==> config.mk <==
export PLATFORM = sky130hd
export DESIGN_NAME = sync_fifo_buf
export DESIGN_NICKNAME = d
export VERILOG_FILES = /design/src/rtl/sync_fifo_buf.sv
export SDC_FILE = /design/constraint.sdc
export NUM_CORES = 1
export LEC_CHECK = 0
export BUFFER_PORTS_ARGS = -buffer_cell sky130_fd_sc_hd__buf_2
export CORE_MARGIN = 5
export CORE_UTILIZATION = 62
export CTS_CLUSTER_DIAMETER = 150
export CTS_CLUSTER_SIZE = 30
export DETAILED_ROUTE_END_ITERATION = 8
export GPL_ROUTABILITY_DRIVEN = 1
export PLACE_DENSITY = 0.83
export RECOVER_POWER = 50
export SKIP_CTS_REPAIR_TIMING = 1
export SYNTH_ARGS = -nofsm -noshare
export SYNTH_HDL_FRONTEND = slang
export SYNTH_SLANG_ARGS = --single-unit
==> constraint.sdc <==
create_clock -name clk -period 6.4 [get_ports clk]
set_input_delay 1.28 -clock clk [delete_from_list [all_inputs] [get_ports clk]]
set_output_delay 1.28 -clock clk [all_outputs]
set_load 0.01 [all_outputs]
==> src/rtl/sync_fifo_buf.sv <==
// Single-clock FIFO with occupancy count, almost-full/almost-empty flags,
// synchronous flush, registered read data with a valid strobe, and sticky
// overflow/underflow error flags.
//
// Ports:
//   clk, rst          - rising-edge clock, synchronous active-high reset
//   w_data, w_inc     - write data and write request (dropped while full)
//   r_inc             - read request (dropped while empty)
//   flush             - empties the FIFO next cycle, error flags untouched
//   err_clr           - clears overflow/underflow (a same-cycle set wins)
//   r_data, r_valid   - popped data; r_valid pulses the cycle after a pop
//   full, empty, almost_full, almost_empty, count - status from registered count
//   overflow, underflow - sticky error flags
//
// Optional feature macro SYNC_FIFO_FWFT_EN: when defined, the head entry is
// presented combinationally on r_data with r_valid = ~empty (zero read
// latency). r_inc then acknowledges the head entry.

module sync_fifo_buf #(
  parameter int DATA_WIDTH    = 8,
  parameter int FIFO_DEPTH    = 8,
  parameter int ADDR_WIDTH    = $clog2(FIFO_DEPTH),
  parameter int AFULL_THRESH  = FIFO_DEPTH - 2,
  parameter int AEMPTY_THRESH = 2
) (
  input  logic                  clk,
  input  logic                  rst,
  input  logic [DATA_WIDTH-1:0] w_data,
  input  logic                  w_inc,
  input  logic                  r_inc,
  input  logic                  flush,
  input  logic                  err_clr,
  output logic [DATA_WIDTH-1:0] r_data,
  output logic                  r_valid,
  output logic                  full,
  output logic                  empty,
  output logic                  almost_full,
  output logic                  almost_empty,
  output logic [ADDR_WIDTH:0]   count,
  output logic                  overflow,
  output logic                  underflow
);

  localparam int CW = ADDR_WIDTH + 1;
  localparam logic [CW-1:0] ONE_C    = CW'(1);
  localparam logic [CW-1:0] ZERO_C   = CW'(0);
  localparam logic [CW-1:0] DEPTH_C  = CW'(FIFO_DEPTH);
  localparam logic [CW-1:0] AFULL_C  = CW'(AFULL_THRESH);
  localparam logic [CW-1:0] AEMPTY_C = CW'(AEMPTY_THRESH);

  // Storage is deliberately not reset.
  logic [DATA_WIDTH-1:0] mem_q [FIFO_DEPTH];

  // Pointers carry one extra MSB so they wrap modulo 2*FIFO_DEPTH.
  logic [CW-1:0] wr_ptr_q, wr_ptr_d;
  logic [CW-1:0] rd_ptr_q, rd_ptr_d;
  logic [CW-1:0] count_q, count_d;
  logic          overflow_q, overflow_d;
  logic          underflow_q, underflow_d;

  logic wr_acc, rd_acc;
  logic ovf_set, unf_set;

  // Status decodes straight off the registered count.
  assign full         = (count_q == DEPTH_C);
  assign empty        = (count_q == ZERO_C);
  assign almost_full  = (count_q >= AFULL_C);
  assign almost_empty = (count_q <= AEMPTY_C);
  assign count        = count_q;
  assign overflow     = overflow_q;
  assign underflow    = underflow_q;

  // Reset and flush both swallow requests; a swallowed request is not an error.
  assign wr_acc  = w_inc & ~full  & ~flush & ~rst;
  assign rd_acc  = r_inc & ~empty & ~flush & ~rst;
  assign ovf_set = w_inc & full  & ~flush;
  assign unf_set = r_inc & empty & ~flush;

  always_ff @(posedge clk) begin
    if (wr_acc) begin
      mem_q[wr_ptr_q[ADDR_WIDTH-1:0]] <= w_data;
    end
  end

  always_comb begin
    wr_ptr_d    = wr_ptr_q;
    rd_ptr_d    = rd_ptr_q;
    count_d     = count_q;
    overflow_d  = overflow_q;
    underflow_d = underflow_q;

    if (flush) begin
      wr_ptr_d = ZERO_C;
      rd_ptr_d = ZERO_C;
      count_d  = ZERO_C;
    end else begin
      if (wr_acc) begin
        wr_ptr_d = wr_ptr_q + ONE_C;
      end
      if (rd_acc) begin
        rd_ptr_d = rd_ptr_q + ONE_C;
      end
      case ({wr_acc, rd_acc})
        2'b10:   count_d = count_q + ONE_C;
        2'b01:   count_d = count_q - ONE_C;
        default: count_d = count_q;
      endcase
    end

    // Set beats clear when both happen together.
    if (ovf_set) begin
      overflow_d = 1'b1;
    end else if (err_clr) begin
      overflow_d = 1'b0;
    end
    if (unf_set) begin
      underflow_d = 1'b1;
    end else if (err_clr) begin
      underflow_d = 1'b0;
    end
  end

  always_ff @(posedge clk) begin
    if (rst) begin
      wr_ptr_q    <= ZERO_C;
      rd_ptr_q    <= ZERO_C;
      count_q     <= ZERO_C;
      overflow_q  <= 1'b0;
      underflow_q <= 1'b0;
    end else begin
      wr_ptr_q    <= wr_ptr_d;
      rd_ptr_q    <= rd_ptr_d;
      count_q     <= count_d;
      overflow_q  <= overflow_d;
      underflow_q <= underflow_d;
    end
  end

`ifdef SYNC_FIFO_FWFT_EN
  // Head entry falls through; contents are meaningless while empty.
  assign r_data  = mem_q[rd_ptr_q[ADDR_WIDTH-1:0]];
  assign r_valid = ~empty;
`else
  logic [DATA_WIDTH-1:0] r_data_q, r_data_d;
  logic                  r_valid_q, r_valid_d;

  always_comb begin
    r_data_d  = r_data_q;
    r_valid_d = rd_acc;
    if (rd_acc) begin
      r_data_d = mem_q[rd_ptr_q[ADDR_WIDTH-1:0]];
    end
  end

  always_ff @(posedge clk) begin
    if (rst) begin
      r_data_q  <= '0;
      r_valid_q <= 1'b0;
    end else begin
      r_data_q  <= r_data_d;
      r_valid_q <= r_valid_d;
    end
  end

  assign r_data  = r_data_q;
  assign r_valid = r_valid_q;
`endif

endmodule

=== After elaboration in Yosys (flattened, before gate mapping) ===
Memory sizes are Yosys's and may differ from the RTL's. A register that Yosys moved wholly into a read port is not among the register bits.
Index checks and enable logic that the tools add are counted.

* $lt $le $gt $ge: 2
* $add $sub $neg: 4
* Eq/ne operators: 3
* Muxes and demuxes: 6
* Bitwise logic cells: 14
* Reductions and logical operators: 5

{| class="wikitable"
|+ Operators by type and width
! kind !! number
|-
| 4-bit by 1-bit adder with 4-bit output (second input constant) || 3
|-
| 1-bit AND || 10
|-
| 4-bit one-hot mux with 2 select lines || 1
|-
| 2-bit nonzero test || 3
|-
| 1-bit two-way mux || 5
|-
| 4-bit equality test (second input constant) || 1
|-
| 4-bit by 3-bit greater-or-equal comparator with 1-bit output (second input constant) || 1
|-
| 4-bit by 2-bit <= comparator with 1-bit output (second input constant) || 1
|-
| 4-bit logical NOT || 1
|-
| 1-bit NOT || 4
|-
| 4-bit by 1-bit subtractor with 4-bit output (second input constant) || 1
|-
| 2-bit by 1-bit equality test with 1-bit output (second input constant) || 1
|-
| 2-bit equality test (second input constant) || 1
|-
| 2-bit OR reduction || 1
|}

* Memories: 1
* Input port bits: 14
* Register bits: 15
* RAM bits: 64

{| class="wikitable"
|+ Memory list
! memory !! words !! width !! rd ports !! clocked after Yosys merged registers in !! write ports !! line !! RTL
|-
| mem_q || 8 || 8 || 1 || 1 || 1 || 52 || <nowiki>logic [DATA_WIDTH-1:0] mem_q [FIFO_DEPTH];</nowiki>
|}

=== Depth between registers and ports, before layout ===
* Word-level depth: 7
* Mapped depth: 11

=== Least setup slack after synthesis ===
OpenSTA, ideal clock, no wires.

* Path kind: input to register
* Start point: input rst
* End point: register count_q[2] (netlist: count[2])
* Path buffers: 1
* Stages on the path: 10
* Data required time: 6.330 ns
* Setup slack: 3.217 ns
* Arrival time: 3.113 ns
* Cells stage by stage: nor3b_2 > and2_4 > buf_6 > ha_1 > xor2_1 > ha_1 > a21oi_1 > xor2_1 > or3_1 > a21oi_1

* Cells in the longest elaborated chain, start to end: 4

{| class="wikitable"
|+ RTL lines
! element !! line !! RTL
|-
| start, declared || 27 || <nowiki>input logic rst,</nowiki>
|-
| 1-bit NOT * || 75 || <nowiki>assign rd_acc = r_inc & ~empty & ~flush & ~rst;</nowiki>
|-
| 1-bit AND * || 75 ||
|-
| net r_valid_d || 145 || <nowiki>logic r_valid_q, r_valid_d;</nowiki>
|-
| 2-bit by 1-bit equality test with 1-bit output / 2-bit equality test (equally long branches) || 103 || <nowiki>case ({wr_acc, rd_acc})</nowiki>
|-
| 4-bit one-hot mux with 2 select lines / 2-bit nonzero test (equally long branches) || -- ||
|-
| end signal, assigned || 133 || <nowiki>count_q <= count_d;</nowiki>
|-
| end, declared || 57 || <nowiki>logic [CW-1:0] count_q, count_d;</nowiki>
|}

The timed path passes the listed nets; every way through them passes the cells marked *.
A chain may end at the register's enable or synchronous reset.

=== Final worst setup path ===
* Start point: input rst
* End point: register count_q[2] (netlist: count[2])

* Cells in the longest elaborated chain, start to end: 4

{| class="wikitable"
|+ RTL lines
! element !! line
|-
| 1-bit NOT || 74, 75
|-
| 1-bit AND, on equally long branches || 75, 74
|-
| 2-bit by 1-bit equality test with 1-bit output / 2-bit equality test (equally long branches) || 103
|-
| 4-bit one-hot mux with 2 select lines / 2-bit nonzero test (equally long branches) || --
|}

Several ways; a longest one is shown, not always the timed one.

==> metrics.md <==
| Metric | Value |
|---|---|
| Core area | 0.005439 mm2 |
| Starting DRT DRC Count | 122 |
| Slew @ Worst Pin | 1.225 ns |
| Final Hold Viols | 0 |
| Main synth FF type | edfxtp_1 |
| Number of synthesized register bits | between 80 and 90 |
| Seq/Total Area, Yosys | 68.52% |
| RSZ-0062 raised after global routing | false |
| Setup_tns | 0 ns |
| Synth top cells by count | 64 x edfxtp_1, 21 x dfxtp_1, 16 x mux4_2 |
| Area of the multi-input gates | slightly below 0.001 mm2 |
| Element type at the critical path end | register |
| Layout filler cell count | about 370 |
| Residual DRC | 0 |
| Clock slew seen by the registers of the worst setup and hold paths | 0.08 ns |
| Port bufs | 32 |
| Initial antenna violation count | 0 |
| Setup violators final | 0 |
| Min cycle time layout | 4.169 ns |
| Io pins | 33 |
| Post-route ant nets | 0 |
| Routed wire length | 5.948 mm |
| Sequential cell area | between 0.002 and 0.0025 mm2 |
| Die Height | roughly 84 um |
| Count leader, synth | edfxtp_1 |
| Share of the synthesized area in the top cell type | ~56% |
| Max-cap check violation count | 0 |
| Critical Path RT | 6.68 ns |
| Final Power | between 0.9 and 1 mW |
| Final hold slack | 0.4797 ns |
| CP Max Fanout | 13 |
| All-Layer GR Usage | 18.45% |
| Worst slack, placed | 2.686 ns |
| Synth Warn # | 0 |
| Worst min-delay path class | reg -> reg |
| Netlist cell types | 39 |
| Share of cells above drive strength 1 | 26.32% |
| Largest net degree at the start of global routing | 19 |
| CP arrival | 4.45 ns |
| Slew Limit Fails | 0 |
| PnR worst setup slack | approximately 2.2 ns |
| Cell Pwr Density | 255.9 mW/mm2 |
| Max Root-Sink Buffers | 2 |
| Outcome | completed |
| CTS tree | built |
| Startpoint types | primary input |
| Async SR Flop Fraction | 0% |
| Vias after detailed routing | 1,840 |
| Worst-skew pair later-pin latency | ~0.35 ns |
| Layout Nets | ~260 |
| First-pass GRT wire length | 9.673 mm |
| # diodes | 0 |
| Drt wl/cell | approximately 19 um |
| Htree depth | 3 |
| Num CTS Buffers | 9 |
| Slew headroom | between 15 and 20% |
| Skew final | 0.004251 ns |
| DRT Pass-1 Iters | 4 |
| Global route overflow | 0 |
| Layout Utilization | 69.45% |
| Max Freq | 239.9 MHz |
| Syn avg cell area | approximately 17 um2 |
| Fin crit share | 65.14% |
| Mapped Cells | ~200 |
| Crit Path Category | in -> reg |
| Synth Net Count | 224 |
| Synthesized cell area | 0.003418 mm2 |
| P&R area growth vs syn | 10.51% |
| Worst VDD drop | 0.2118 mV |
| Leakage power | 1.224 nW |
| RePlAce Congestion | 0.8238 |
| DIE AREA | 0.007098 mm2 |
| Largest cells by area after synthesis | edfxtp_1 56%, dfxtp_1 12%, mux4_2 11% |
| Clock root buffer | clkbuf_8 |
| Vias in the first global route | 1,930 |
| DR vias/cell | roughly 5.8 |
| Post-DP HPWL | 3.862 mm |
| Cell taking the most area after synthesis | edfxtp_1 |
| Post-synth EDFFs | 64 |
| Row Count | 27 |
| Initial Utilization | between 60% and 70% |
| CTS sink cnt | 85 |
| Die X-Extent | 84.25 um |
[cell type report]
class / count / area share [%]
sequential: 85 / 62.01
multi-input combinational: 108 / 26.30
clock buffer: 13 / 4.472
timing repair buffer: 34 / 3.942
tap: 72 / 2.385
clock inverter: 3 / 0.4969
inverter: 4 / 0.3975
[worst paths after layout]
| kind | start | to | slack (ns) | cells past startpoint |
|---|---|---|---|---|
| worst max-delay path | rst | count[2]$_SDFFE_PP0P_ | 2.23 | 10 |
| worst min-delay path | overflow$_SDFFE_PP0P_ | overflow$_SDFFE_PP0P_ | 0.48 | 1 |
| worst max register to register | count[1]$_SDFFE_PP0P_ | count[2]$_SDFFE_PP0P_ | 3.39 | 9 |
| worst min register to register | overflow$_SDFFE_PP0P_ | overflow$_SDFFE_PP0P_ | 0.48 | 1 |
[registers in the layout, indices dropped and copies added (netlist names)]
| name | cells |
|---|---|
| overflow | 1 |
| underflow | 1 |
| wr_ptr_q | 3 |
| mem_q | 64 |
| r_valid | 1 |
| count | 4 |
| r_data | 8 |
| rd_ptr_q | 3 |
[metal layers]
metal	part of all wire [%]	GRT usage (%)
met1	43	22.65
met2	49	29.12
met3	7.1	7.066
met4	1.3	8.333
met5	0	0
[report_power, final]
part | switching [mW] | leakage [nW] | total, mW | internal (mW)
combinational | 0.0147 | 0.389 | 0.0218 | 0.00716
sequential | 0.00143 | 0.746 | 0.595 | 0.594
clock | 0.178 | 0.0893 | 0.349 | 0.172
total | 0.194 | 1.22 | 0.967 | 0.773
[kinds of logic after synthesis]
logic type | Yosys count | share of synthesized area, %
DFF | 85 | 68.52
and+or+nand+nor | 59 | 11.09
AOI/OAI and AO/OA | 20 | 3.843
muxes | 18 | 11.13
buffers and inverters | 12 | 2.050
xor gates and xnor gates | 6 | 1.537
adders and majority gates | 5 | 1.830
[worst max-delay path: stages]
cell,delay (ns)
clkbuf_1,0.30
nor3b_1,0.68
and2_0,0.82
ha_1,0.39
xor2_1,0.17
ha_1,0.16
a21oi_1,0.05
xor2_1,0.16
or3_1,0.30
a21oi_1,0.13
[cells in the final DEF (no fill, tap or decap), types with 4 or more instances in the layout]
master / instances
a21oi_1: 4
buf_2: 11
clkbuf_1: 22
clkbuf_8: 12
dfxtp_1: 21
edfxtp_1: 64
ha_1: 5
inv_1: 4
mux4_2: 16
nand2_1: 6
nand2b_1: 4
nor2_1: 15
nor2_2: 7
nor3_2: 8
o22ai_1: 8
xor2_1: 4
[metrics by stage]
stage	cells	cell area, um2
2_1_floorplan	205	3418
3_3_place_gp	303	3628
3_5_place_dp	303	3628
4_1_cts	319	3816
5_1_grt	319	3777
6_report	319	3777
Note: power is estimated with default switching activity, not from simulation.
